## config.mk

```make
export PLATFORM = sky130hd
export DESIGN_NAME = apb_master_bridge
export DESIGN_NICKNAME = d
export VERILOG_FILES = /design/src/rtl/apb_master_bridge.sv
export SDC_FILE = /design/constraint.sdc
export NUM_CORES = 1
export LEC_CHECK = 0
export ABC_AREA = 1
export CORE_ASPECT_RATIO = 1.25
export CORE_MARGIN = 8
export CORE_UTILIZATION = 36
export CTS_CLUSTER_SIZE = 30
export DETAILED_ROUTE_END_ITERATION = 16
export PLACE_DENSITY = 0.74
export SYNTH_ARGS = -nofsm -noshare
export SYNTH_HDL_FRONTEND = slang
export SYNTH_SLANG_ARGS = --single-unit
```

## constraint.sdc

```tcl
create_clock -name i_pclk -period 2.2 [get_ports i_pclk]
set_input_delay 0.66 -clock i_pclk [delete_from_list [all_inputs] [get_ports i_pclk]]
set_output_delay 0.66 -clock i_pclk [all_outputs]
set_load 0.05 [all_outputs]
```

## src/rtl/apb_master_bridge.sv

```systemverilog
// rtl/apb_master_bridge.sv - valid/ready command to APB4 requester, one transfer outstanding
// Optional ACCESS-phase timeout enabled by defining APB_TIMEOUT_EN.
module apb_master_bridge #(
    parameter logic [11:0] ADDR_MIN       = 12'h000,
    parameter logic [11:0] ADDR_MAX       = 12'h010,
    parameter int          TIMEOUT_CYCLES = 16
) (
    input  logic        i_pclk,
    input  logic        i_preset,
    input  logic        i_cmd_valid,
    output logic        o_cmd_ready,
    input  logic        i_cmd_write,
    input  logic [11:0] i_cmd_addr,
    input  logic [31:0] i_cmd_wdata,
    input  logic [3:0]  i_cmd_strb,
    output logic        o_rsp_valid,
    output logic [31:0] o_rsp_rdata,
    output logic        o_rsp_err,
    output logic        o_rsp_timeout,
    output logic        o_psel,
    output logic        o_penable,
    output logic        o_pwrite,
    output logic [11:0] o_paddr,
    output logic [3:0]  o_pstrb,
    output logic [31:0] o_pwdata,
    input  logic [31:0] i_prdata,
    input  logic        i_pready,
    input  logic        i_pslverr
);

    typedef enum logic [1:0] {S_IDLE, S_SETUP, S_ACCESS, S_RESP} state_t;

    localparam logic [11:0] ADDR_SPAN = ADDR_MAX - ADDR_MIN;

    state_t      r_state;
    state_t      w_next;
    logic        r_psel;
    logic        r_penable;
    logic        r_pwrite;
    logic [11:0] r_paddr;
    logic [3:0]  r_pstrb;
    logic [31:0] r_pwdata;
    logic        r_rsp_valid;
    logic [31:0] r_rsp_rdata;
    logic        r_rsp_err;

    logic        w_accept;
    logic        w_in_range;
    logic        w_done;
    logic        w_expire;
    logic [11:0] w_offset;

    // Wrapping subtraction folds both range bounds into one unsigned compare.
    assign w_offset    = i_cmd_addr - ADDR_MIN;
    assign w_in_range  = (w_offset <= ADDR_SPAN);
    assign w_accept    = i_cmd_valid && (r_state == S_IDLE);
    assign w_done      = (r_state == S_ACCESS) && i_pready;
    assign o_cmd_ready = (r_state == S_IDLE);

`ifdef APB_TIMEOUT_EN
    localparam logic [7:0] TO_LAST = 8'(TIMEOUT_CYCLES - 1);

    logic [7:0] r_to_cnt;
    logic       r_rsp_timeout;

    // A ready in the limit cycle completes normally, so expiry requires pready low.
    assign w_expire = (r_state == S_ACCESS) && !i_pready && (r_to_cnt == TO_LAST);

    always_ff @(posedge i_pclk) begin
        if (i_preset) begin
            r_to_cnt      <= 8'd0;
            r_rsp_timeout <= 1'b0;
        end else begin
            r_rsp_timeout <= w_expire;
            if (w_accept && w_in_range)
                r_to_cnt <= 8'd0;
            else if ((r_state == S_ACCESS) && !i_pready)
                r_to_cnt <= r_to_cnt + 8'd1;
        end
    end

    assign o_rsp_timeout = r_rsp_timeout;
`else
    assign w_expire      = 1'b0;
    assign o_rsp_timeout = 1'b0;
`endif

    always_comb begin
        w_next = r_state;
        case (r_state)
            S_IDLE:   if (w_accept) w_next = w_in_range ? S_SETUP : S_RESP;
            S_SETUP:  w_next = S_ACCESS;
            S_ACCESS: if (w_done || w_expire) w_next = S_RESP;
            S_RESP:   w_next = S_IDLE;
            default:  w_next = S_IDLE;
        endcase
    end

    always_ff @(posedge i_pclk) begin
        if (i_preset) begin
            r_state     <= S_IDLE;
            r_psel      <= 1'b0;
            r_penable   <= 1'b0;
            r_pwrite    <= 1'b0;
            r_paddr     <= 12'd0;
            r_pstrb     <= 4'd0;
            r_pwdata    <= 32'd0;
            r_rsp_valid <= 1'b0;
            r_rsp_rdata <= 32'd0;
            r_rsp_err   <= 1'b0;
        end else begin
            r_state     <= w_next;
            r_rsp_valid <= 1'b0;
            r_rsp_rdata <= 32'd0;
            r_rsp_err   <= 1'b0;
            case (r_state)
                S_IDLE: begin
                    if (w_accept && w_in_range) begin
                        r_psel   <= 1'b1;
                        r_pwrite <= i_cmd_write;
                        r_paddr  <= i_cmd_addr;
                        r_pstrb  <= i_cmd_write ? i_cmd_strb : 4'd0;
                        r_pwdata <= i_cmd_write ? i_cmd_wdata : 32'd0;
                    end else if (w_accept) begin
                        r_rsp_valid <= 1'b1;
                        r_rsp_err   <= 1'b1;
                    end
                end
                S_SETUP: r_penable <= 1'b1;
                S_ACCESS: begin
                    if (w_done || w_expire) begin
                        r_psel      <= 1'b0;
                        r_penable   <= 1'b0;
                        r_pwrite    <= 1'b0;
                        r_paddr     <= 12'd0;
                        r_pstrb     <= 4'd0;
                        r_pwdata    <= 32'd0;
                        r_rsp_valid <= 1'b1;
                        r_rsp_err   <= w_expire || i_pslverr;
                        r_rsp_rdata <= (w_done && !r_pwrite && !i_pslverr) ? i_prdata : 32'd0;
                    end
                end
                default: ;
            endcase
        end
    end

    assign o_psel      = r_psel;
    assign o_penable   = r_penable;
    assign o_pwrite    = r_pwrite;
    assign o_paddr     = r_paddr;
    assign o_pstrb     = r_pstrb;
    assign o_pwdata    = r_pwdata;
    assign o_rsp_valid = r_rsp_valid;
    assign o_rsp_rdata = r_rsp_rdata;
    assign o_rsp_err   = r_rsp_err;

endmodule

```

==> results of run 1 <==
## flip-flops by register name, indices dropped and copies added, names as in the netlist
signal / cells
r_state: 2
o_pwrite: 1
o_penable: 1
o_pwdata: 32
o_rsp_rdata: 32
o_rsp_valid: 1
o_paddr: 12
o_rsp_err: 1
o_psel: 1
o_pstrb: 4
## logic make-up after synthesis
family / after synthesis / synth area share, %
AND/OR/NAND/NOR: 234 / 28.4
flip-flops: 87 / 51.4
buffers and inverters: 79 / 10.6
AO/OA/AOI/OAI: 51 / 7.98
adder cells (fa/ha/maj): 4 / 1.48
other: 1 / 0.111
## Yosys cell counts
cell / instances / area share, %
conb_1: 1 / 0.11
o22ai_4: 1 / 0.59
inv_2: 1 / 0.11
ha_1: 4 / 1.5
dfxtp_1: 87 / 51
o21ai_0: 2 / 0.30
nor2_8: 1 / 0.59
nand2_1: 94 / 10
a21oi_1: 48 / 7.1
nor2_1: 90 / 10
inv_1: 46 / 5.1
nor3_1: 2 / 0.30
buf_1: 1 / 0.11
buf_2: 14 / 2.1
buf_6: 5 / 1.7
nand2_2: 1 / 0.18
nand3_1: 45 / 6.6
buf_4: 2 / 0.44
clkbuf_1: 10 / 1.1
nand2_4: 1 / 0.33
## timing repair
action / in CTS / in global routing
resized for setup: 0 / 5
endpoints found under the setup margin: 0 / 5
setup buffers: 0 / 0
## area by class of cell
type / instances / area [um^2] / share of cell area, %
repair buffers: 182 / 1860 / 33.6
clock inverters: 6 / 66.3 / 1.20
flip-flops and latches: 87 / 1740 / 31.5
well taps: 123 / 154 / 2.78
clock buffers: 10 / 239 / 4.32
multi-input cells: 290 / 1290 / 23.3
diodes: 1 / 2.50 / 0.0453
inverters: 47 / 176 / 3.19
## power groups by stage
stage	clock network, mW	registers [mW]	logic [mW]
2_1_floorplan	0	2.50	1.31
3_5_place_dp	0	1.91	2.83
3_3_place_gp	0	1.90	2.80
6_report	1.53	1.88	2.81
4_1_cts	1.57	1.88	2.84
5_1_grt	1.62	1.90	3.02
## layer usage
metal	GRT usage (%)	up-vias	share of wire, %	wire length, um
li1	-	1727	-	-
met1	17.1	1488	38	4040
met2	29.1	118	53	5560
met3	4.25	15	7.3	776
met4	6.75	0	1.9	201
met5	0	-	0	0
## worst paths after layout
check / to / slack (ns) / cells past startpoint
min: o_paddr[11] / 0.44 / 2
min reg2reg: o_paddr[11] / 0.44 / 2
max reg2reg: o_pwdata[10] / 0.40 / 9
max: o_paddr[10] / 0.04 / 1
==> flow_summary.json, run 1 <==
{
  "status": "completed",
  "port_buffers": 171,
  "path_delay_family": "buffers and inverters",
  "setup_viol": 0,
  "cp-startpoint": "o_paddr[10]",
  "core_area_um2": 9170,
  "vias_per_cell": 4.49,
  "tritoncts": "yes",
  "p_clk_share_pct": 24.6,
  "arrival_ns": 1.50,
  "nFillCells": 833,
  "final_common_cell": "clkdlybuf4s50_1",
  "skew_ns": 0.00366,
  "irDropWorstVdd_uv": 505,
  "slew-limit-headroom_pct": 63.0,
  "min-delay-start": "o_paddr[11]",
  "cp-start-kind": "flip-flop",
  "fin_tns_setup_ns": 0,
  "cp_slowest_cell": "clkdlybuf4s50_1",
  "syn_to_final_growth_pct": 63.1,
  "drt-initial-drc-count": 92,
  "postLayoutCellArea_um2": 5530,
  "fin_ws_ns": 0.0406,
  "min_period_over_period_pct": 98.2,
  "firstDrtPassIters": 4,
  "rows": 39,
  "cpPeakStageDelay_ns": 0.84,
  "layoutNonFillerInstCount": 746,
  "period_needed_ns": 2.16,
  "final_cell_mix": "clkdlybuf4s50_1 (158), nand2_1 (94), nor2_1 (90)",
  "pre_cts_ws_ns": 0.0224,
  "place_hpwl_um": 8050,
  "ys_ff_latch": 87,
  "nNetsFinal": 707,
  "crit_fanout": 2,
  "syn_area_um2": 3390,
  "drv_slew": 0,
  "grt_pass1_wl_um": 16400,
  "grt_pass1_vias": 3256,
  "fp.dieW_um": 103,
  "die-area_um2": 12800,
  "path_cells": "clkdlybuf4s50_1",
  "rsz0062_at_grt": "false",
  "syn-num-nets": 546,
  "crit_required_ns": 1.54,
  "post_drt_wl_per_cell_um": 14.2,
  "wl_um": 10600,
  "total_power_mw": 6.22,
  "grt.overflow.total": 0,
  "r2r_start": "r_state[0]",
  "grt_max_degree": 42,
  "clock.fmax_mhz": 463,
  "yosysSeqAreaShare_pct": 51.4,
  "hold_class": "flip-flop to flip-flop",
  "clock-sinks": 87,
  "yosysUniqueCellTypes": 20,
  "crit_buf_inv": 1,
  "vias": 3348,
  "placed_area_um2": 5210,
  "grt_usage_pct": 16.2,
  "fin_hold_ws_ns": 0.437,
  "power.density_nw_per_um2": 1130,
  "drv_cap": 0,
  "worst_pin_slew_ns": 0.553,
  "initial_core_util_pct": 36.9,
  "drcViolationCount": 0,
  "htreeDepth": 3,
  "clock_path_buffers": 2,
  "crit_path_end_kind": "output port",
  "p_leak_nw": 2.40,
  "root_buffer": "clkbuf_16",
  "final_core_util_pct": 60.2,
  "gp_congestion": 0.756,
  "syn_area_per_cell_um2": 7.43,
  "pwr-share-comb_pct": 45.2,
  "die_y_um": 124,
  "drtAntennaViolNets": 0,
  "internal_power_mw": 3.68,
  "ios": 173,
  "yosysWarnings": 0,
  "swShare_pct": 40.8,
  "syn_inst": 456,
  "clk_latency_ns": 0.33,
  "numCtsBuffers": 9,
  "hold_viol_final": 0,
  "layout-drive-gt1-share_pct": 6.43,
  "setup.worst_path.class": "flip-flop to output port",
  "place_inst": 729,
  "postCtsHoldBufs": 0,
  "p_sw_mw": 2.54,
  "pwr-share-seq_pct": 30.2,
  "clk_pin_slew_worst_paths_ns": 0.06,
  "antenna_found_initial": 0
}
Power figures use the tool's default switching activity.
==> inputs of run 2 (changes only) <==
--- a/config.mk
+++ b/config.mk
@@ -9,9 +9,8 @@
 export CORE_ASPECT_RATIO = 1.25
 export CORE_MARGIN = 8
 export CORE_UTILIZATION = 36
-export CTS_CLUSTER_SIZE = 30
 export DETAILED_ROUTE_END_ITERATION = 16
-export PLACE_DENSITY = 0.74
+export PLACE_DENSITY = 0.84
 export SYNTH_ARGS = -nofsm -noshare
 export SYNTH_HDL_FRONTEND = slang
 export SYNTH_SLANG_ARGS = --single-unit
==> flow_summary.json, run 2 (synthesis results as in run 1) <==
{
  "htreeDepth": 3,
  "grt_usage_pct": 16.1,
  "layout-drive-gt1-share_pct": 6.12,
  "skew_ns": 0.00931,
  "hold_viol_final": 0,
  "gp_congestion": 0.803,
  "numCtsBuffers": 9,
  "firstDrtPassIters": 4,
  "worst_pin_slew_ns": 0.537,
  "post_drt_wl_per_cell_um": 14.2,
  "fp.dieW_um": 103,
  "hold_class": "flip-flop to flip-flop",
  "layoutNonFillerInstCount": 744,
  "core_area_um2": 9170,
  "root_buffer": "clkbuf_16",
  "p_leak_nw": 2.44,
  "status": "completed",
  "antenna_found_initial": 0,
  "wl_met3_um": 807,
  "nNetsFinal": 706,
  "place_hpwl_um": 8050,
  "vias": 3408,
  "drv_slew": 0,
  "drcViolationCount": 0,
  "crit_path_end_kind": "output port",
  "irDropWorstVdd_uv": 461,
  "min_period_over_period_pct": 98.1,
  "path_delay_family": "buffers and inverters",
  "wl_met2_um": 5580,
  "crit_fanout": 2,
  "crit_buf_inv": 1,
  "syn_to_final_growth_pct": 61.9,
  "drv_cap": 0,
  "cp-start-kind": "flip-flop",
  "drtAntennaViolNets": 0,
  "setup_viol": 0,
  "cpPeakStageDelay_ns": 0.82,
  "setup.worst_path.class": "flip-flop to output port",
  "final_common_cell": "clkdlybuf4s50_1",
  "fin_ws_ns": 0.0415,
  "grt_pass1_wl_um": 16300,
  "period_needed_ns": 2.16,
  "clock.fmax_mhz": 463,
  "drt-initial-drc-count": 223,
  "wl_um": 10500,
  "power.density_nw_per_um2": 1100,
  "cts.repair.resized": 0,
  "drt-met1-wl_um": 4020,
  "grt_max_degree": 44,
  "grt.overflow.total": 0,
  "fin_tns_setup_ns": 0,
  "pre_cts_ws_ns": 0.0158,
  "final_core_util_pct": 59.8,
  "path_cells": "clkdlybuf4s50_1",
  "port_buffers": 171,
  "slew-limit-headroom_pct": 64.1,
  "routed.top_layer": "met4",
  "clock_path_buffers": 2,
  "die_y_um": 124,
  "die-area_um2": 12800,
  "postCtsHoldBufs": 0,
  "clk_latency_ns": 0.33,
  "arrival_ns": 1.50,
  "place_inst": 728,
  "cp_slowest_cell": "clkdlybuf4s50_1",
  "nFillCells": 826,
  "ios": 173,
  "initial_core_util_pct": 36.9,
  "clock-sinks": 87,
  "antenna_cells": 0,
  "grt_pass1_vias": 3378,
  "clk_pin_slew_worst_paths_ns": 0.06,
  "vias_per_cell": 4.58,
  "final_cell_mix": "clkdlybuf4s50_1 (154), nand2_1 (94), nor2_1 (90)",
  "tritoncts": "yes",
  "post_cts_buffers": 0,
  "crit_required_ns": 1.54,
  "rsz0062_at_grt": "false",
  "rows": 39
}
[run 2: final timing paths]
kind / slack, ns / depth (start not counted) / end / from
worst max-delay path: 0.04 / 1 / o_pwdata[1] / o_pwdata[1]
worst min register to register: 0.44 / 2 / o_paddr[8] / o_paddr[8]
worst max register to register: 0.44 / 9 / o_pwdata[11] / r_state[1]
worst min-delay path: 0.44 / 2 / o_paddr[8] / o_paddr[8]
[run 2: final cells by class]
| type | instances | area [um^2] | area share (%) |
|---|---|---|---|
| Clock buffer | 11 | 243 | 4.43 |
| Inverter | 47 | 176 | 3.22 |
| Clock inverter | 5 | 33.8 | 0.616 |
| Multi-Input combinational cell | 290 | 1290 | 23.5 |
| Sequential cell | 87 | 1740 | 31.8 |
| Timing Repair Buffer | 181 | 1850 | 33.7 |
| Tap cell | 123 | 154 | 2.81 |
[run 2: layer usage]
layer  up-vias  global-route usage (%)
li1       1722                       -
met1      1563                    16.3
met2       112                    29.6
met3        11                    5.43
met4         0                    4.87
met5         -                       0
[run 2: stage by stage]
step / total power, mW / hold WS [ns] / cell area (um^2)
finish: 6.02 / 0.435 / 5490
global route: 6.33 / 0.459 / 5490
global placement: 4.60 / 0.427 / 5190
detailed placement: 4.68 / 0.428 / 5190
CTS: 6.07 / 0.437 / 5460
floorplan: 3.81 / 0.502 / 3390
[run 2: power by group]
part / total [mW] / switching [mW] / internal [mW]
clock network: 1.38 / 0.590 / 0.793
registers: 1.87 / 0.103 / 1.77
logic: 2.76 / 1.81 / 0.949
